## src/rtl/i2c_slave_if.sv

```systemverilog
//------------------------------------------------------------------------------
// Module   : i2c_slave_if
// Brief    : Pad and register-file signals of the I2C target.
// Revision : 1.0
//------------------------------------------------------------------------------
`default_nettype none

interface i2c_slave_if;
  logic       scl_in;
  logic       sda_in;
  logic       sda_oe;
  logic       wr_en;
  logic [7:0] wr_addr;
  logic [7:0] wr_data;
  logic [7:0] rd_addr;
  logic [7:0] rd_data;
  logic       busy;

  modport slave (
    input  scl_in, sda_in, rd_data,
    output sda_oe, wr_en, wr_addr, wr_data, rd_addr, busy
  );

  modport master (
    output scl_in, sda_in, rd_data,
    input  sda_oe, wr_en, wr_addr, wr_data, rd_addr, busy
  );
endinterface

`default_nettype wire

```

## src/rtl/i2c_slave.sv

```systemverilog
//------------------------------------------------------------------------------
// Module   : i2c_slave
// Brief    : Oversampled I2C target with 8-bit auto-incrementing register pointer.
// Revision : 1.0
//------------------------------------------------------------------------------
`default_nettype none

module i2c_slave #(
  parameter logic [6:0] DEV_ADD = 7'h50
) (
  input  wire logic   clk,
  input  wire logic   reset,
  i2c_slave_if.slave  bus
);

  localparam logic [2:0] S_IDLE     = 3'd0;
  localparam logic [2:0] S_ADDR     = 3'd1;
  localparam logic [2:0] S_ADDR_ACK = 3'd2;
  localparam logic [2:0] S_WR_BYTE  = 3'd3;
  localparam logic [2:0] S_WR_ACK   = 3'd4;
  localparam logic [2:0] S_RD_BYTE  = 3'd5;
  localparam logic [2:0] S_RD_ACK   = 3'd6;
  localparam logic [2:0] S_WAIT     = 3'd7;

  logic r_scl_s1, r_scl_s2, r_scl_d;
  logic r_sda_s1, r_sda_s2, r_sda_d;

  always_ff @(posedge clk) begin
    if (reset) begin
      {r_scl_s1, r_scl_s2, r_scl_d} <= 3'b111;
      {r_sda_s1, r_sda_s2, r_sda_d} <= 3'b111;
    end else begin
      r_scl_s1 <= bus.scl_in;
      r_scl_s2 <= r_scl_s1;
      r_scl_d  <= r_scl_s2;
      r_sda_s1 <= bus.sda_in;
      r_sda_s2 <= r_sda_s1;
      r_sda_d  <= r_sda_s2;
    end
  end

  logic w_scl_rise, w_scl_fall, w_start, w_stop, w_sda;
  assign w_sda      = r_sda_s2;
  assign w_scl_rise = r_scl_s2 & ~r_scl_d;
  assign w_scl_fall = ~r_scl_s2 & r_scl_d;
  assign w_start    = r_scl_s2 & r_scl_d & r_sda_d & ~r_sda_s2;
  assign w_stop     = r_scl_s2 & r_scl_d & ~r_sda_d & r_sda_s2;

  logic [2:0] r_state, w_state_nxt;
  logic [7:0] r_shift, w_shift_nxt;
  logic [3:0] r_bitcnt, w_bitcnt_nxt;
  logic [7:0] r_ptr, w_ptr_nxt;
  logic [7:0] r_rd_addr;
  logic [7:0] r_wr_addr, w_wr_addr_nxt;
  logic [7:0] r_wr_data, w_wr_data_nxt;
  logic       r_wr_en, w_wr_en_nxt;
  logic       r_sda_oe, w_sda_oe_nxt;
  logic       r_busy, w_busy_nxt;
  logic       r_rw, w_rw_nxt;
  logic       r_first, w_first_nxt;
  logic       r_ackph, w_ackph_nxt;
  logic [7:0] w_byte;
  logic       w_last;

  assign w_byte = {r_shift[6:0], w_sda};
  assign w_last = (r_bitcnt == 4'd1);

  always_ff @(posedge clk) begin
    if (reset) begin
      r_state   <= S_IDLE;
      r_shift   <= 8'h00;
      r_bitcnt  <= 4'd0;
      r_ptr     <= 8'h00;
      r_rd_addr <= 8'h00;
      r_wr_addr <= 8'h00;
      r_wr_data <= 8'h00;
      r_wr_en   <= 1'b0;
      r_sda_oe  <= 1'b0;
      r_busy    <= 1'b0;
      r_rw      <= 1'b0;
      r_first   <= 1'b0;
      r_ackph   <= 1'b0;
    end else begin
      r_state   <= w_state_nxt;
      r_shift   <= w_shift_nxt;
      r_bitcnt  <= w_bitcnt_nxt;
      r_ptr     <= w_ptr_nxt;
      r_rd_addr <= r_ptr;
      r_wr_addr <= w_wr_addr_nxt;
      r_wr_data <= w_wr_data_nxt;
      r_wr_en   <= w_wr_en_nxt;
      r_sda_oe  <= w_sda_oe_nxt;
      r_busy    <= w_busy_nxt;
      r_rw      <= w_rw_nxt;
      r_first   <= w_first_nxt;
      r_ackph   <= w_ackph_nxt;
    end
  end

  always_comb begin
    w_state_nxt = r_state;
    if (w_stop) begin
      w_state_nxt = S_IDLE;
    end else if (w_start) begin
      w_state_nxt = S_ADDR;
    end else begin
      case (r_state)
        S_ADDR:     if (w_scl_rise && w_last)
                      w_state_nxt = (w_byte[7:1] == DEV_ADD) ? S_ADDR_ACK : S_WAIT;
        S_ADDR_ACK: if (w_scl_fall && r_ackph)
                      w_state_nxt = r_rw ? S_RD_BYTE : S_WR_BYTE;
        S_WR_BYTE:  if (w_scl_rise && w_last) w_state_nxt = S_WR_ACK;
        S_WR_ACK:   if (w_scl_fall && r_ackph) w_state_nxt = S_WR_BYTE;
        S_RD_BYTE:  if (w_scl_fall && w_last) w_state_nxt = S_RD_ACK;
        // The fall seen here always follows a rise that sampled an ACK.
        S_RD_ACK: begin
          if (w_scl_rise && w_sda) w_state_nxt = S_WAIT;
          else if (w_scl_fall)     w_state_nxt = S_RD_BYTE;
        end
        default: ;
      endcase
    end
  end

  always_comb begin
    w_shift_nxt   = r_shift;
    w_bitcnt_nxt  = r_bitcnt;
    w_ptr_nxt     = r_ptr;
    w_wr_addr_nxt = r_wr_addr;
    w_wr_data_nxt = r_wr_data;
    w_wr_en_nxt   = 1'b0;
    w_sda_oe_nxt  = r_sda_oe;
    w_busy_nxt    = r_busy;
    w_rw_nxt      = r_rw;
    w_first_nxt   = r_first;
    w_ackph_nxt   = r_ackph;
    if (w_stop) begin
      w_sda_oe_nxt = 1'b0;
      w_busy_nxt   = 1'b0;
    end else if (w_start) begin
      w_bitcnt_nxt = 4'd8;
      w_first_nxt  = 1'b0;
      w_sda_oe_nxt = 1'b0;
      w_ackph_nxt  = 1'b0;
    end else begin
      case (r_state)
        S_ADDR: if (w_scl_rise) begin
          w_shift_nxt  = w_byte;
          w_bitcnt_nxt = r_bitcnt - 4'd1;
          if (w_last) begin
            w_ackph_nxt = 1'b0;
            if (w_byte[7:1] == DEV_ADD) begin
              w_rw_nxt   = w_sda;
              w_busy_nxt = 1'b1;
            end else begin
              w_busy_nxt = 1'b0;
            end
          end
        end
        S_ADDR_ACK: if (w_scl_fall) begin
          if (!r_ackph) begin
            w_sda_oe_nxt = 1'b1;
            w_ackph_nxt  = 1'b1;
          end else begin
            w_ackph_nxt  = 1'b0;
            w_bitcnt_nxt = 4'd8;
            if (r_rw) begin
              w_shift_nxt  = bus.rd_data;
              w_sda_oe_nxt = ~bus.rd_data[7];
            end else begin
              w_sda_oe_nxt = 1'b0;
              w_first_nxt  = 1'b1;
            end
          end
        end
        S_WR_BYTE: if (w_scl_rise) begin
          w_shift_nxt  = w_byte;
          w_bitcnt_nxt = r_bitcnt - 4'd1;
          if (w_last) begin
            w_ackph_nxt = 1'b0;
            if (r_first) begin
              w_ptr_nxt   = w_byte;
              w_first_nxt = 1'b0;
            end else begin
              w_wr_en_nxt   = 1'b1;
              w_wr_addr_nxt = r_ptr;
              w_wr_data_nxt = w_byte;
              w_ptr_nxt     = r_ptr + 8'd1;
            end
          end
        end
        S_WR_ACK: if (w_scl_fall) begin
          w_sda_oe_nxt = ~r_ackph;
          w_ackph_nxt  = ~r_ackph;
          if (r_ackph) w_bitcnt_nxt = 4'd8;
        end
        S_RD_BYTE: if (w_scl_fall) begin
          if (w_last) begin
            w_sda_oe_nxt = 1'b0;
            w_ptr_nxt    = r_ptr + 8'd1;
          end else begin
            w_shift_nxt  = {r_shift[6:0], r_shift[7]};
            w_sda_oe_nxt = ~r_shift[6];
            w_bitcnt_nxt = r_bitcnt - 4'd1;
          end
        end
        S_RD_ACK: if (w_scl_fall) begin
          w_shift_nxt  = bus.rd_data;
          w_sda_oe_nxt = ~bus.rd_data[7];
          w_bitcnt_nxt = 4'd8;
        end
        default: w_sda_oe_nxt = 1'b0;
      endcase
    end
  end

  assign bus.sda_oe  = r_sda_oe;
  assign bus.wr_en   = r_wr_en;
  assign bus.wr_addr = r_wr_addr;
  assign bus.wr_data = r_wr_data;
  assign bus.rd_addr = r_rd_addr;
  assign bus.busy    = r_busy;

endmodule

`default_nettype wire

```

## src/flat_wrapper.sv

```systemverilog
// flat-port wrapper written by rule: the top's interface ports become plain ports
module i2c_slave_flat 
#(
  parameter logic [6:0] DEV_ADD = 7'h50
)
  (clk, reset, bus_scl_in, bus_sda_in, bus_rd_data, bus_sda_oe, bus_wr_en, bus_wr_addr, bus_wr_data, bus_rd_addr, bus_busy);
  i2c_slave_if bus_i ();
  input  wire logic clk;
  input  wire logic reset;
  input wire logic [$bits(bus_i.scl_in)-1:0] bus_scl_in;
  input wire logic [$bits(bus_i.sda_in)-1:0] bus_sda_in;
  input wire logic [$bits(bus_i.rd_data)-1:0] bus_rd_data;
  output wire logic [$bits(bus_i.sda_oe)-1:0] bus_sda_oe;
  output wire logic [$bits(bus_i.wr_en)-1:0] bus_wr_en;
  output wire logic [$bits(bus_i.wr_addr)-1:0] bus_wr_addr;
  output wire logic [$bits(bus_i.wr_data)-1:0] bus_wr_data;
  output wire logic [$bits(bus_i.rd_addr)-1:0] bus_rd_addr;
  output wire logic [$bits(bus_i.busy)-1:0] bus_busy;
  assign bus_i.scl_in = bus_scl_in;
  assign bus_i.sda_in = bus_sda_in;
  assign bus_i.rd_data = bus_rd_data;
  assign bus_sda_oe = bus_i.sda_oe;
  assign bus_wr_en = bus_i.wr_en;
  assign bus_wr_addr = bus_i.wr_addr;
  assign bus_wr_data = bus_i.wr_data;
  assign bus_rd_addr = bus_i.rd_addr;
  assign bus_busy = bus_i.busy;
  i2c_slave #(.DEV_ADD(DEV_ADD)) u_core (.clk(clk), .reset(reset), .bus(bus_i));
endmodule
```

## config.mk

```make
export PLATFORM = sky130hd
export DESIGN_NAME = i2c_slave_flat
export DESIGN_NICKNAME = d
export VERILOG_FILES = /design/src/rtl/i2c_slave_if.sv /design/src/rtl/i2c_slave.sv /design/src/flat_wrapper.sv
export SDC_FILE = /design/constraint.sdc
export NUM_CORES = 1
export LEC_CHECK = 0
export ABC_CLOCK_PERIOD_IN_PS = 1800
export CAP_MARGIN = 20
export CORE_MARGIN = 8
export CORE_UTILIZATION = 45
export CTS_BUF_LIST = sky130_fd_sc_hd__clkbuf_4 sky130_fd_sc_hd__clkbuf_8
export DETAILED_ROUTE_END_ITERATION = 12
export PLACE_DENSITY = 0.79
export REMOVE_ABC_BUFFERS = 1
export SLEW_MARGIN = 10
export SYNTH_ARGS = -nofsm -noshare
export SYNTH_HDL_FRONTEND = slang
export SYNTH_SLANG_ARGS = --single-unit
```

## constraint.sdc

```tcl
create_clock -name clk -period 1.8 [get_ports clk]
set_input_delay 0.27 -clock clk [delete_from_list [all_inputs] [get_ports clk]]
set_output_delay 0.27 -clock clk [all_outputs]
set_load 0.1 [all_outputs]
```

==> results of run 1 <==
==> Yosys cell counts, drive strengths merged, types with 3 or more instances <==
master	count	area, um^2
nand2b	3	18.77
ha	3	37.54
o31ai	5	37.54
a21oi	20	103.9
or3	3	18.77
o21ai	10	50.05
mux2i	28	280.3
nand3	13	77.58
a211oi	10	75.07
or2	10	62.56
nand2	7	26.28
nor3b	3	33.78
nor2	51	191.4
nor3	5	30.03
inv	5	18.77
nor2b	13	81.33
a22oi	4	30.03
buf	13	75.06
dfxtp	59	1181
clkbuf	11	42.54
a31oi	4	25.02
==> what timing repair did <==
item	CTS	global route
gates resized for setup	4	8
cloned	0	0
pin swaps	3	2
endpoints found under the setup margin	13	21
buffers inserted	3	1
==> state kept, by name, indices dropped and copies added, names as in the netlist <==
register / cells
u_core.r_scl_s1: 1
u_core.r_sda_d: 1
u_core.r_first: 1
u_core.r_sda_s2: 1
u_core.bus.wr_en: 1
u_core.r_state: 3
u_core.bus.wr_data: 8
u_core.bus.wr_addr: 8
u_core.r_ackph: 1
u_core.r_shift: 8
u_core.bus.sda_oe: 1
u_core.r_scl_s2: 1
u_core.r_rw: 1
u_core.r_scl_d: 1
u_core.bus.busy: 1
u_core.r_sda_s1: 1
u_core.r_bitcnt: 4
u_core.r_ptr: 8
u_core.bus.rd_addr: 8
==> placed cells by master (no fill, tap or decap), types with 7 or more instances in the layout <==
| cell | netlist | final |
|---|---|---|
| dfxtp_1 | 59 | 54 |
| nor2_1 | 51 | 51 |
| buf_4 | 2 | 51 |
| mux2i_1 | 28 | 28 |
| a21oi_1 | 19 | 19 |
| nor2b_1 | 13 | 13 |
| nand3_1 | 12 | 11 |
| clkbuf_8 | 0 | 11 |
| or2_2 | 10 | 10 |
| o21ai_0 | 10 | 10 |
| a211oi_1 | 10 | 10 |
| clkdlybuf4s50_1 | 0 | 10 |
| nand2_1 | 7 | 7 |
==> through the flow <==
stage	power [uW]	setup slack, ps	TNS [ps]	utilization, %
after global placement	2742	-86.14	-188.3	54.87
after global routing	4420	-94.15	-195.0	59.40
final	4224	-28.84	-28.84	59.40
after detailed placement	2776	-142.5	-510.3	54.87
after floorplan	2277	-405.9	-10030	-
after CTS	4200	-5.016	-8.958	59.08
==> metal layers <==
metal	vias up	global-route usage [%]	share of wire, %
met1	1222	20.63	45
met2	66	26.33	48
met3	12	4.524	5.0
met4	0	9.091	1.9
met5	-	0	0
li1	1266	-	-
==> where the power goes <==
| part | switching (uW) | total [uW] | leakage [uW] | internal [uW] |
|---|---|---|---|---|
| sequential | 163 | 1570 | 0.000478 | 1410 |
| combinational | 637 | 1260 | 0.000966 | 625 |
| clock | 540 | 1390 | 0.000115 | 847 |
==> cell type report <==
cell class                      instances  area share (%)
Clock buffer                           11           4.060
Clock inverter                          4           1.980
Inverter                                5          0.5034
Multi-Input combinational cell        233           42.42
Sequential cell                        59           31.85
Tap cell                               77           2.584
Timing Repair Buffer                   69           16.61
==> critical path, cell delays in order (launching register included) <==
cell and delay [ps]:
dfxtp_2 320, inv_2 50, ha_1 120, nor3b_4 210
buf_6 140, nand3_4 90, or4_4 540, mux2i_1 190
nor2_1 60
==> final timing paths <==
kind                           endpoint  slack, ps  depth (start not counted)
max            u_core.r_rw$_SDFFE_PP0P_        -30                          8
min           u_core.r_sda_d$_SDFF_PP1_        300                          2
max reg2reg    u_core.r_rw$_SDFFE_PP0P_        -30                          8
min reg2reg  u_core.r_scl_s2$_SDFF_PP1_        400                          1
==> cells by family (layout without fill, tap and decap cells) <==
family                   count (synthesis)  in the layout  share of synthesized area (%)
flip-flops                              59             59                          41.01
buffers and inverters                   29             89                          4.735
AO/OA/AOI/OAI                           74             74                          18.16
XOR/XNOR                                 2              2                         0.6083
multiplexers                            29             29                          10.12
adder cells (fa/ha/maj)                  3              3                          1.303
AND/OR/NAND/NOR                        125            125                          24.07
==> qor.yml, run 1 <==
routing:
  drt_pass1_iterations: 4
  wirelength_um: 7276
  drcViolationCount: 0
  postRouteAntennaNets: 0
  vias: 2566
  vias_per_cell: 5.603
  post_drt_wl_per_cell_um: 15.89
  drt-initial-drc-count: 160
sta:
  min_period_ps: 1829
  fmax_ghz: 0.5468
  fin_skew_ps: 8.960
  setup_violations: 1
  rsz0062_at_grt: "yes"
  period_share_pct: 101.6
  final-hold-violation-count: 0
  tightest_slew_ps: 362.1
  hold_slack_ps: 296.7
  drv_slew: 0
  timing.final.ws_setup_ps: -28.84
  slew_headroom_pct: 75.77
die:
  die_y_um: 96.01
  std_cell_rows: 29
  die_area_um2: 9217
  initial_core_util_pct: 45.88
  chipWidth_um: 96.01
  core_um2: 6277
  ioPinCount: 39
clock_network:
  max-clock-path-buffers: 2
  cts_hold_repair.buffers: 0
  numCtsBuffers: 9
  cts_tree: "yes"
  path_clk_slew_ps: 70
  htree_levels: 3
  root_buffer: "clkbuf_8"
  clock_latency_ps: 350
  cts.sinks: 59
setup_path:
  endpoint_kind: "flop"
  r2r-start: "u_core.r_bitcnt[1]$_SDFFE_PP0P_"
  worstPathMaxFanout: 4
  arrival_ps: 2070
  worstSetupPathType: "reg2reg"
  critPathLaunchType: "flop"
  cp.required_ps: 2040
  setup.worst_path.start: "u_core.r_bitcnt[1]$_SDFFE_PP0P_"
synth:
  ys_ff_latch: 59
  synth_flop_cell: "dfxtp_1"
  synth_cells: 321
  synth_edf_count: 0
  yosysWarningCount: 0
  synth_cell_types: 62
  syn_area_um2: 2880
  synth-async-reset-ratio_pct: 0
  ys_seq_area_share_pct: 41.01
  avgSynthCellArea_um2: 8.973
placement:
  dpl.hpwl_um: 5036
  place_congestion: 0.9236
  post_dp_cell_area_um2: 3445
  port-buffer-count: 38
  dp.cells: 439
hold_path:
  hp-start: "reset"
  hold_class: "in2reg"
final_layout:
  fill_cells: 531
  multi_input_area_um2: 1582
  area_delta_synth_final_pct: 29.45
  fin_area_um2: 3729
  final-seq-area_um2: 1187
  fin_nets: 392
  drive_gt1_share_pct: 28.87
  final_cells: 458
  antenna_cells: 0
pwr:
  ir_drop_mv: 0.6980
  power_density_nw_per_um2: 1133
  leakage_uw: 0.001560
status:
  status: "complete, but fails checks"
  violations: "negative setup slack"
job:
  cap_violations: 0
global_routing:
  grtUsageTotal_pct: 16.84
  overflow: 0
  grt_max_degree: 46
  antenna_found_initial: 0
  grt_pass1_vias: 2513
  grt_pass1_wl_um: 11990
No activity file was read; power rests on OpenSTA's default activity.
==> run 2, diff against run 1 <==
--- a/config.mk
+++ b/config.mk
@@ -7,7 +7,7 @@
 export LEC_CHECK = 0
 export ABC_CLOCK_PERIOD_IN_PS = 1800
 export CAP_MARGIN = 20
-export CORE_MARGIN = 8
+export CORE_MARGIN = 10
 export CORE_UTILIZATION = 45
 export CTS_BUF_LIST = sky130_fd_sc_hd__clkbuf_4 sky130_fd_sc_hd__clkbuf_8
 export DETAILED_ROUTE_END_ITERATION = 12
==> run 2 against run 1 <==
  * Final cell count up 2.6%
  * The run still ends with negative setup slack left
  * Wire length is 9.0% higher
  * Worst hold slack lost 6.5 ps
  * Highest routed layer unchanged
  * Register-to-register slack about the same
  * Sequential cell count did not move
  * Die area rose by 8.5%
==> qor.yml, run 2 (same netlist as run 1, synthesis figures left out) <==
status:
  status: "complete, but fails checks"
  violations: "negative setup slack"
sta:
  timing.final.ws_setup_ps: -34.88  # -6.040 ps
  fin_skew_ps: 7.545  # -1.415 ps
  fmax_ghz: 0.5450  # -0.33%
  rsz0062_at_grt: "yes"
  setup_violations: 2  # +1
  slew_headroom_pct: 71.22  # -4.6 points
  tightest_slew_ps: 431.1  # +69.06 ps
  final-hold-violation-count: 0  # unchanged
  min_period_ps: 1835  # +6.040 ps
  period_share_pct: 101.9  # +0.34 points
  drv_slew: 0  # unchanged
pwr:
  ir_drop_mv: 0.7460  # +6.9%
  power_density_nw_per_um2: 1059  # -6.5%
  leakage_uw: 0.001610  # +3.2%
final_layout:
  final_cells: 470  # +2.6%
  fin_nets: 404  # +3.1%
  most-common-layout-cells: "buf_4 (64), dfxtp_1 (54), nor2_1 (51), mux2i_1 (28), a21oi_1 (19)"
  postLayoutCoreUtil_pct: 60.49  # +1.1 points
  antenna_cells: 0  # unchanged
  layout_commonest_cell: "buf_4"
  fin_area_um2: 3797  # +1.8%
  area_delta_synth_final_pct: 31.84
  final-seq-area_um2: 1187  # unchanged
  drive_gt1_share_pct: 32.06  # +3.2 points
  multi_input_area_um2: 1650  # +4.4%
  fill_cells: 534  # +0.56%
global_routing:
  grt_use_met3_pct: 4.258  # -0.27 points
  use_met1_pct: 19.63  # -1.0 points
  antenna_found_initial: 0  # unchanged
  overflow: 0  # unchanged
  grt_pass1_wl_um: 12440  # +3.8%
  grt_max_degree: 29  # -37%
  grt.busiest_layer: "met2"
  grt_pass1_vias: 2495  # -0.72%
  grtUsageTotal_pct: 15.16  # -1.7 points
  globalRouteMet2Util_pct: 23.44  # -2.9 points
placement:
  dp_slack_ps: -179.7  # -37.12 ps
  place_congestion: 1.007  # +9.0%
  dpl.hpwl_um: 5488  # +9.0%
  post_dp_cell_area_um2: 3495  # +1.5%
  port-buffer-count: 38  # unchanged
  dp.cells: 449  # +2.3%
setup_path:
  setup.worst_path.start: "u_core.r_bitcnt[1]$_SDFFE_PP0P_"
  endpoint_kind: "flop"
  crit_buf_inv: 2  # unchanged
  path_cells: "inv_2 -> ha_4 -> nor3b_4 -> buf_6 -> nand3_4 -> or4_4 -> mux2i_1 -> nor2_1"
  worstSetupPathType: "reg2reg"
  critPathLaunchType: "flop"
  slowest_stage: "or4_4"
  arrival_ps: 2060  # about the same
  crit_end: "u_core.r_rw$_SDFFE_PP0P_"
  ff2ff_setup_slack_ps: -30  # about the same
  cp_slowest_stage_delay_ps: 530  # about the same
  cp.required_ps: 2030  # about the same
  crit_cells: 8  # unchanged
  r2r-start: "u_core.r_bitcnt[1]$_SDFFE_PP0P_"
  timing.rr.end: "u_core.r_rw$_SDFFE_PP0P_"
  crit_family: "simple AND/OR/NAND/NOR gates"
  worst_r2r_path_depth: 8  # unchanged
  worstPathMaxFanout: 4  # unchanged
clock_network:
  clock_latency_ps: 340  # about the same
  path_clk_slew_ps: 70  # about the same
  cts.sinks: 59  # unchanged
  cts_tree: "yes"
  root_buffer: "clkbuf_8"
  numCtsBuffers: 9  # unchanged
  max-clock-path-buffers: 2  # unchanged
  htree_levels: 3  # unchanged
routing:
  postRouteAntennaNets: 0  # unchanged
  vias_per_cell: 5.574  # -0.50%
  post_drt_wl_per_cell_um: 16.87  # +6.2%
  drt_pass1_iterations: 4  # unchanged
  wirelength_um: 7929  # +9.0%
  vias: 2620  # +2.1%
  drt-initial-drc-count: 179  # +12%
  drcViolationCount: 0  # unchanged
die:
  core_um2: 6277  # unchanged
  initial_core_util_pct: 45.88  # unchanged
  chipWidth_um: 100.0  # +4.2%
  ioPinCount: 39  # unchanged
  die_y_um: 100.0  # +4.2%
  die_area_um2: 10000  # +8.5%
  std_cell_rows: 29  # unchanged
hold_path:
  hold_class: "in2reg"
  hp-start: "reset"
job:
  cap_violations: 0  # unchanged
run 2: area by class of cell:
| class | instances | share of cell area, % |
|---|---|---|
| sequential | 59 | 31.27 |
| multi-input combinational | 234 | 43.46 |
| timing repair buffer | 80 | 17.83 |
| clock inverter | 5 | 0.7908 |
| clock buffer | 10 | 3.624 |
| inverter | 5 | 0.4942 |
| tap | 77 | 2.537 |
run 2: report_power, final:
| group | internal [uW] | switching (uW) | total (uW) |
|---|---|---|---|
| clock | 520 | 531 | 1050 |
| combinational | 698 | 721 | 1420 |
| sequential | 1410 | 139 | 1550 |
run 2: timing repair:
action                                  in CTS  in global routing
hold buffers                                 0                  0
gates resized for setup                     10                 11
gates cloned                                 0                  1
pin swaps                                    3                  5
endpoints found under the hold margin        0                  0
setup buffers                                3                  2
endpoints found under the setup margin      13                 21
run 2: worst register-to-register path, stage by stage, from the launching register on:
cell,delay [ps]
dfxtp_2,320
inv_2,80
ha_4,120
nor3b_4,230
buf_6,140
nand3_4,100
or4_4,530
mux2i_1,150
nor2_1,60
run 2: routing by layer:
| layer | share of wire (%) | vias to the layer above | wire length (um) |
|---|---|---|---|
| li1 | - | 1290 | - |
| met1 | 45 | 1216 | 3532 |
| met2 | 46 | 95 | 3671 |
| met3 | 6.9 | 19 | 549 |
| met4 | 2.2 | 0 | 176 |
| met5 | 0 | - | 0 |
run 2: how the worst min path moves through the flow:
stage	to	slack (ps)	cells after the start
final	u_core.r_bitcnt[3]$_SDFFE_PP0P_	290	3
after global routing	u_core.r_bitcnt[3]$_SDFFE_PP0P_	300	3
after CTS	u_core.r_bitcnt[3]$_SDFFE_PP0P_	280	3
after detailed placement	u_core.r_sda_s2$_SDFF_PP1_	400	1
after global placement	u_core.r_sda_s2$_SDFF_PP1_	390	1
after floorplan	u_core.r_ackph$_SDFFE_PP0P_	340	1
run 2: through the flow:
stage,TNS [ps],hold slack (ps),power [uW]
after floorplan,-10030,339.1,2277
after global routing,-369.0,300.8,4218
final,-41.94,290.1,4020
after global placement,-206.2,390.7,2784
after CTS,0,279.9,3906
after detailed placement,-621.8,395.8,2822
==> run 3, diff against run 2 <==
--- a/config.mk
+++ b/config.mk
@@ -5,11 +5,12 @@
 export SDC_FILE = /design/constraint.sdc
 export NUM_CORES = 1
 export LEC_CHECK = 0
+export ABC_AREA = 0
 export ABC_CLOCK_PERIOD_IN_PS = 1800
 export CAP_MARGIN = 20
 export CORE_MARGIN = 10
 export CORE_UTILIZATION = 45
-export CTS_BUF_LIST = sky130_fd_sc_hd__clkbuf_4 sky130_fd_sc_hd__clkbuf_8
+export CTS_CLUSTER_DIAMETER = 80
 export DETAILED_ROUTE_END_ITERATION = 12
 export PLACE_DENSITY = 0.79
 export REMOVE_ABC_BUFFERS = 1
==> results of run 3 <==
The final DEF is identical to that of run 2; final timing and power are the same.
